### config.mk
export PLATFORM = sky130hd
export DESIGN_NAME = pipeline_hazard_ctrl
export DESIGN_NICKNAME = d
export VERILOG_FILES = /design/src/rtl/pipeline_hazard_ctrl.sv
export SDC_FILE = /design/constraint.sdc
export NUM_CORES = 1
export LEC_CHECK = 0
export ABC_AREA = 1
export CORE_MARGIN = 3
export CORE_UTILIZATION = 52
export DETAILED_ROUTE_END_ITERATION = 10
export PLACE_DENSITY = 0.85
export SYNTH_ARGS = -nofsm -noshare
export SYNTH_HDL_FRONTEND = slang
export SYNTH_SLANG_ARGS = --single-unit
### constraint.sdc
create_clock -name CLK -period 2.1 [get_ports CLK]
set_input_delay 0.21 -clock CLK [delete_from_list [all_inputs] [get_ports CLK]]
set_output_delay 0.21 -clock CLK [all_outputs]
set_load 0.05 [all_outputs]
### src/rtl/pipeline_hazard_ctrl.sv
// Hazard and sequencing controller for the 5-stage pipeline.
// Drives pipeline-register enables and flushes, sequences the MDU, and keeps stall/flush counters.
module pipeline_hazard_ctrl #(
  parameter int REG_W = 5,
  parameter int CNT_W = 32
) (
  input  logic             CLK,
  input  logic             RST,
  input  logic [REG_W-1:0] id_rs1,
  input  logic [REG_W-1:0] id_rs2,
  input  logic             id_uses_rs2,
  input  logic [REG_W-1:0] ex_rd,
  input  logic             ex_mem_read,
  input  logic             ex_is_mdu,
  input  logic             ex_redirect,
  input  logic             mem_req,
  input  logic             mem_ready,
  input  logic             mdu_done,
  output logic             mdu_start,
  output logic             pc_en,
  output logic             ifid_en,
  output logic             ifid_flush,
  output logic             idex_en,
  output logic             idex_flush,
  output logic             exmem_en,
  output logic             exmem_flush,
  output logic             memwb_en,
  output logic             memwb_flush,
  output logic [CNT_W-1:0] stall_cnt,
  output logic [CNT_W-1:0] flush_cnt
);

  typedef enum logic {RUN, MDU_BUSY} state_t;

  state_t state;
  logic   done_pend;
  logic   mem_stall;
  logic   mdu_finish;
  logic   mdu_stall;
  logic   lu_stall;
  logic   redirect_take;

  assign mem_stall  = mem_req & ~mem_ready;
  assign mdu_finish = (state == MDU_BUSY) & (mdu_done | done_pend);
  assign mdu_stall  = ex_is_mdu & ~mdu_finish;
  assign lu_stall   = ex_mem_read & (ex_rd != '0) &
                      ((ex_rd == id_rs1) | (id_uses_rs2 & (ex_rd == id_rs2)));
  assign redirect_take = ~RST & ~mem_stall & ~mdu_stall & ex_redirect;

  // Highest-priority hazard wins; a redirect beats load-use because the ID instruction is wrong-path.
  always_comb begin
    pc_en       = 1'b1;
    ifid_en     = 1'b1;
    ifid_flush  = 1'b0;
    idex_en     = 1'b1;
    idex_flush  = 1'b0;
    exmem_en    = 1'b1;
    exmem_flush = 1'b0;
    memwb_en    = 1'b1;
    memwb_flush = 1'b0;
    if (RST) begin
      pc_en       = 1'b0;
      ifid_en     = 1'b0;
      ifid_flush  = 1'b1;
      idex_en     = 1'b0;
      idex_flush  = 1'b1;
      exmem_en    = 1'b0;
      exmem_flush = 1'b1;
      memwb_en    = 1'b0;
      memwb_flush = 1'b1;
    end else if (mem_stall) begin
      pc_en       = 1'b0;
      ifid_en     = 1'b0;
      idex_en     = 1'b0;
      exmem_en    = 1'b0;
      memwb_flush = 1'b1;
    end else if (mdu_stall) begin
      pc_en       = 1'b0;
      ifid_en     = 1'b0;
      idex_en     = 1'b0;
      exmem_flush = 1'b1;
    end else if (ex_redirect) begin
      ifid_flush  = 1'b1;
      idex_flush  = 1'b1;
    end else if (lu_stall) begin
      pc_en       = 1'b0;
      ifid_en     = 1'b0;
      idex_flush  = 1'b1;
    end
  end

  // MDU sequencing: a finish that lands during a memory wait is remembered in done_pend.
  always_ff @(posedge CLK) begin
    if (RST) begin
      state     <= RUN;
      done_pend <= 1'b0;
      mdu_start <= 1'b0;
      stall_cnt <= '0;
      flush_cnt <= '0;
    end else begin
      mdu_start <= 1'b0;
      if (!pc_en && (stall_cnt != '1))
        stall_cnt <= stall_cnt + CNT_W'(1);
      if (redirect_take && (flush_cnt != '1))
        flush_cnt <= flush_cnt + CNT_W'(1);
      case (state)
        RUN: begin
          if (ex_is_mdu && !mem_stall) begin
            mdu_start <= 1'b1;
            state     <= MDU_BUSY;
          end
        end
        MDU_BUSY: begin
          if ((mdu_done || done_pend) && !mem_stall) begin
            state     <= RUN;
            done_pend <= 1'b0;
          end else if (mdu_done && mem_stall) begin
            done_pend <= 1'b1;
          end
        end
        default: state <= RUN;
      endcase
    end
  end

endmodule

==> results.py <==
metrics = {
    "outcome": {
        "status": "complete, no violations",
    },
    "power_and_ir_drop": {
        "p_int_uw": 2140,
        "swShare_pct": 27.3,
        "p_leak_uw": 0.00218,
        "ir_drop_mv": 0.359,
        "powerDensity_mw_per_mm2": 484,
        "power_frac_comb_pct": 13.9,
        "clockPowerShare_pct": 42.0,
        "power_uw": 2940,
        "pwr-share-seq_pct": 44.1,
        "power_switching_uw": 802,
    },
    "route": {
        "viasPerCell": 5.44,
        "wirelength_mm": 13.9,
        "ant_nets": 0,
        "drtIter0Drc": 261,
        "drc_errors": 0,
        "routed-via-count": 5208,
        "firstDrtPassIters": 8,
        "routedWlPerCell_um": 14.5,
    },
    "worst_setup_path": {
        "cp.arrival_ns": 1.77,
        "path_max_fanout": 14,
        "r2r_start": "flush_cnt[0]",
        "cp_slowest_cell": "dfxtp_1",
        "cp_slowest_stage_delay_ns": 0.31,
        "end_kind": "output pin",
        "crit_chain": "nor2_1 > inv_1 > a21oi_2 > nor2_4 > nand2_2 > buf_4 > nand2_4 > buf_12",
        "crit_start": "done_pend",
        "crit_type": "reg2out",
        "required_ns": 1.89,
        "critPathLaunchType": "register",
    },
    "synth": {
        "synth.net_count": 771,
        "yosys_warnings": 0,
        "yosysSeqAreaShare_pct": 29.1,
        "syn_area_per_cell_um2": 6.18,
        "yosys_register_bits": 67,
        "synth_cell_types": 30,
        "yosys.area.top_type": "dfxtp_1",
        "syn_inst": 745,
        "synth_area_leaders": "dfxtp_1, nand2_1, nor2_1",
        "syn-cell-area_mm2": 0.00461,
        "yosysTopAreaCellShare_pct": 29.1,
    },
    "clocking": {
        "htree_levels": 3,
        "cts_sinks": 67,
        "clkTransAtPathRegs_ns": 0.07,
        "holdBufCountCts": 0,
        "clk-insertion-delay-late_ns": 0.34,
        "cts_tree": "yes",
        "cts_root_buffer": "clkbuf_8",
        "post-cts-setup-buffers": 0,
        "cts_made_buffers": 9,
        "cts_max_path_buffers": 2,
        "cts_resized": 0,
    },
    "global_route": {
        "grt_pass1_wl_mm": 23.3,
        "grtUsageTotal_pct": 28.3,
        "met3_usage_pct": 4.52,
        "grt_max_degree": 53,
        "overflow": 0,
        "grt_use_met2_pct": 42.9,
        "grt.busiest_layer": "met2",
        "met1_usage_pct": 41.8,
        "antenna_found_initial": 0,
        "grt_pass1_vias": 4805,
    },
    "sta": {
        "finalMaxSlewViolations": 0,
        "setup_viol": 0,
        "fmax_mhz": 505,
        "finalClockSkew_ns": 0.0169,
        "finalCritPeriodShare_pct": 94.3,
        "holdWs_ns": 0.226,
        "worstMarginPinSlew_ns": 0.679,
        "totalNegativeSetupSlack_ns": 0,
        "relSlewSlack_pct": 54.7,
        "hold_violations": 0,
        "rsz0062_at_grt": "no",
        "min_period_ns": 1.98,
    },
    "layout": {
        "layout_common_cells": "nand2_1, nor2_1, clkdlybuf4s50_1",
        "area_growth_pct": 32.0,
        "drive_gt1_share_pct": 13.5,
        "n_antenna_cell": 0,
        "final_area_mm2": 0.00608,
        "final_common_cell": "nand2_1",
        "nNetsFinal": 874,
    },
    "floorplanning": {
        "coreArea_mm2": 0.00842,
        "die_x_um": 100,
        "fp.dieH_um": 100,
        "rows": 33,
        "start_util_pct": 54.7,
        "io_pins": 98,
        "die_area_mm2": 0.0100,
    },
    "placed_design": {
        "gp_congestion": 1.04,
        "placedInstanceArea_mm2": 0.00583,
        "hpwlAfterDp_mm": 10.6,
        "portBuffers": 97,
    },
    "hold_path": {
        "min-delay-path-class": "in2reg",
        "holdCritStartpoint": "RST",
    },
    "run": {
        "cap_violations": 0,
    },
}
cell type report:
type	count	area (µm²)
Inverter	59	226
Clock buffer	10	138
Multi-Input combinational cell	592	2910
Sequential cell	67	1350
Clock inverter	6	88.8
Fill cell	728	2340
Tap cell	105	131
Timing Repair Buffer	119	1240
flip-flops by register name, indices dropped and copies added, names as in the netlist:
signal and flops:
mdu_start 1, flush_cnt 32, done_pend 1, state 1, stall_cnt 32
per-stage QoR:
step	worst slack, ns	cells	utilization (%)
4_1_cts	0.0342	958	72.0
6_report	0.120	958	72.2
5_1_grt	0.00196	958	72.2
3_3_place_gp	0.0597	942	69.3
2_1_floorplan	-0.0502	745	-
3_5_place_dp	-0.0262	942	69.3
per-layer routing:
| metal | wire length, µm | vias to the layer above |
|---|---|---|
| met4 | 135 | 0 |
| met5 | 0 | - |
| li1 | - | 2595 |
| met1 | 6400 | 2382 |
| met3 | 1130 | 13 |
| met2 | 6270 | 218 |
power groups by stage:
| stage | combinational [µW] | clock, µW | sequential, µW |
|---|---|---|---|
| after floorplan | 215 | 0 | 1360 |
| after detailed placement | 407 | 0 | 1330 |
| after CTS | 408 | 1250 | 1300 |
| after global routing | 438 | 1310 | 1300 |
| after global placement | 397 | 0 | 1330 |
| final | 410 | 1240 | 1300 |
critical path, delay by kind of cell (launching register included):
family                 cells  cell delay [ns]
buffers and inverters      3             0.47
DFF                        1             0.31
AOI/OAI and AO/OA          1             0.22
and+or+nand+nor            4             0.42
final timing paths:
path,slack [ns],endpoint,cells after the start
worst max-delay path,0.12,ifid_en,8
worst min-delay path,0.23,mdu_start,4
worst min register to register,0.49,stall_cnt[1],2
worst max register to register,0.15,flush_cnt[14],11
cells in the mapped netlist, drive strengths merged:
library cell / count
a21oi: 60
buf: 18
clkbuf: 9
dfxtp: 67
ha: 2
inv: 59
nand2: 279
nand3: 20
nand3b: 17
nand4: 37
nor2: 111
nor3: 18
nor3b: 3
nor4: 2
o211ai: 1
o21ai: 10
o21bai: 2
xnor2: 10
xor2: 20
cell families (layout without fill, tap and decap cells):
logic type	Yosys count	in the layout	share of synthesized area [%]
simple gates	487	487	46.8
flops	67	67	29.1
compound gates	73	73	9.72
fa+ha+maj	2	2	0.543
buf+inv	86	194	8.07
xor+xnor	30	30	5.70
Note: power is estimated with default switching activity, not from simulation.
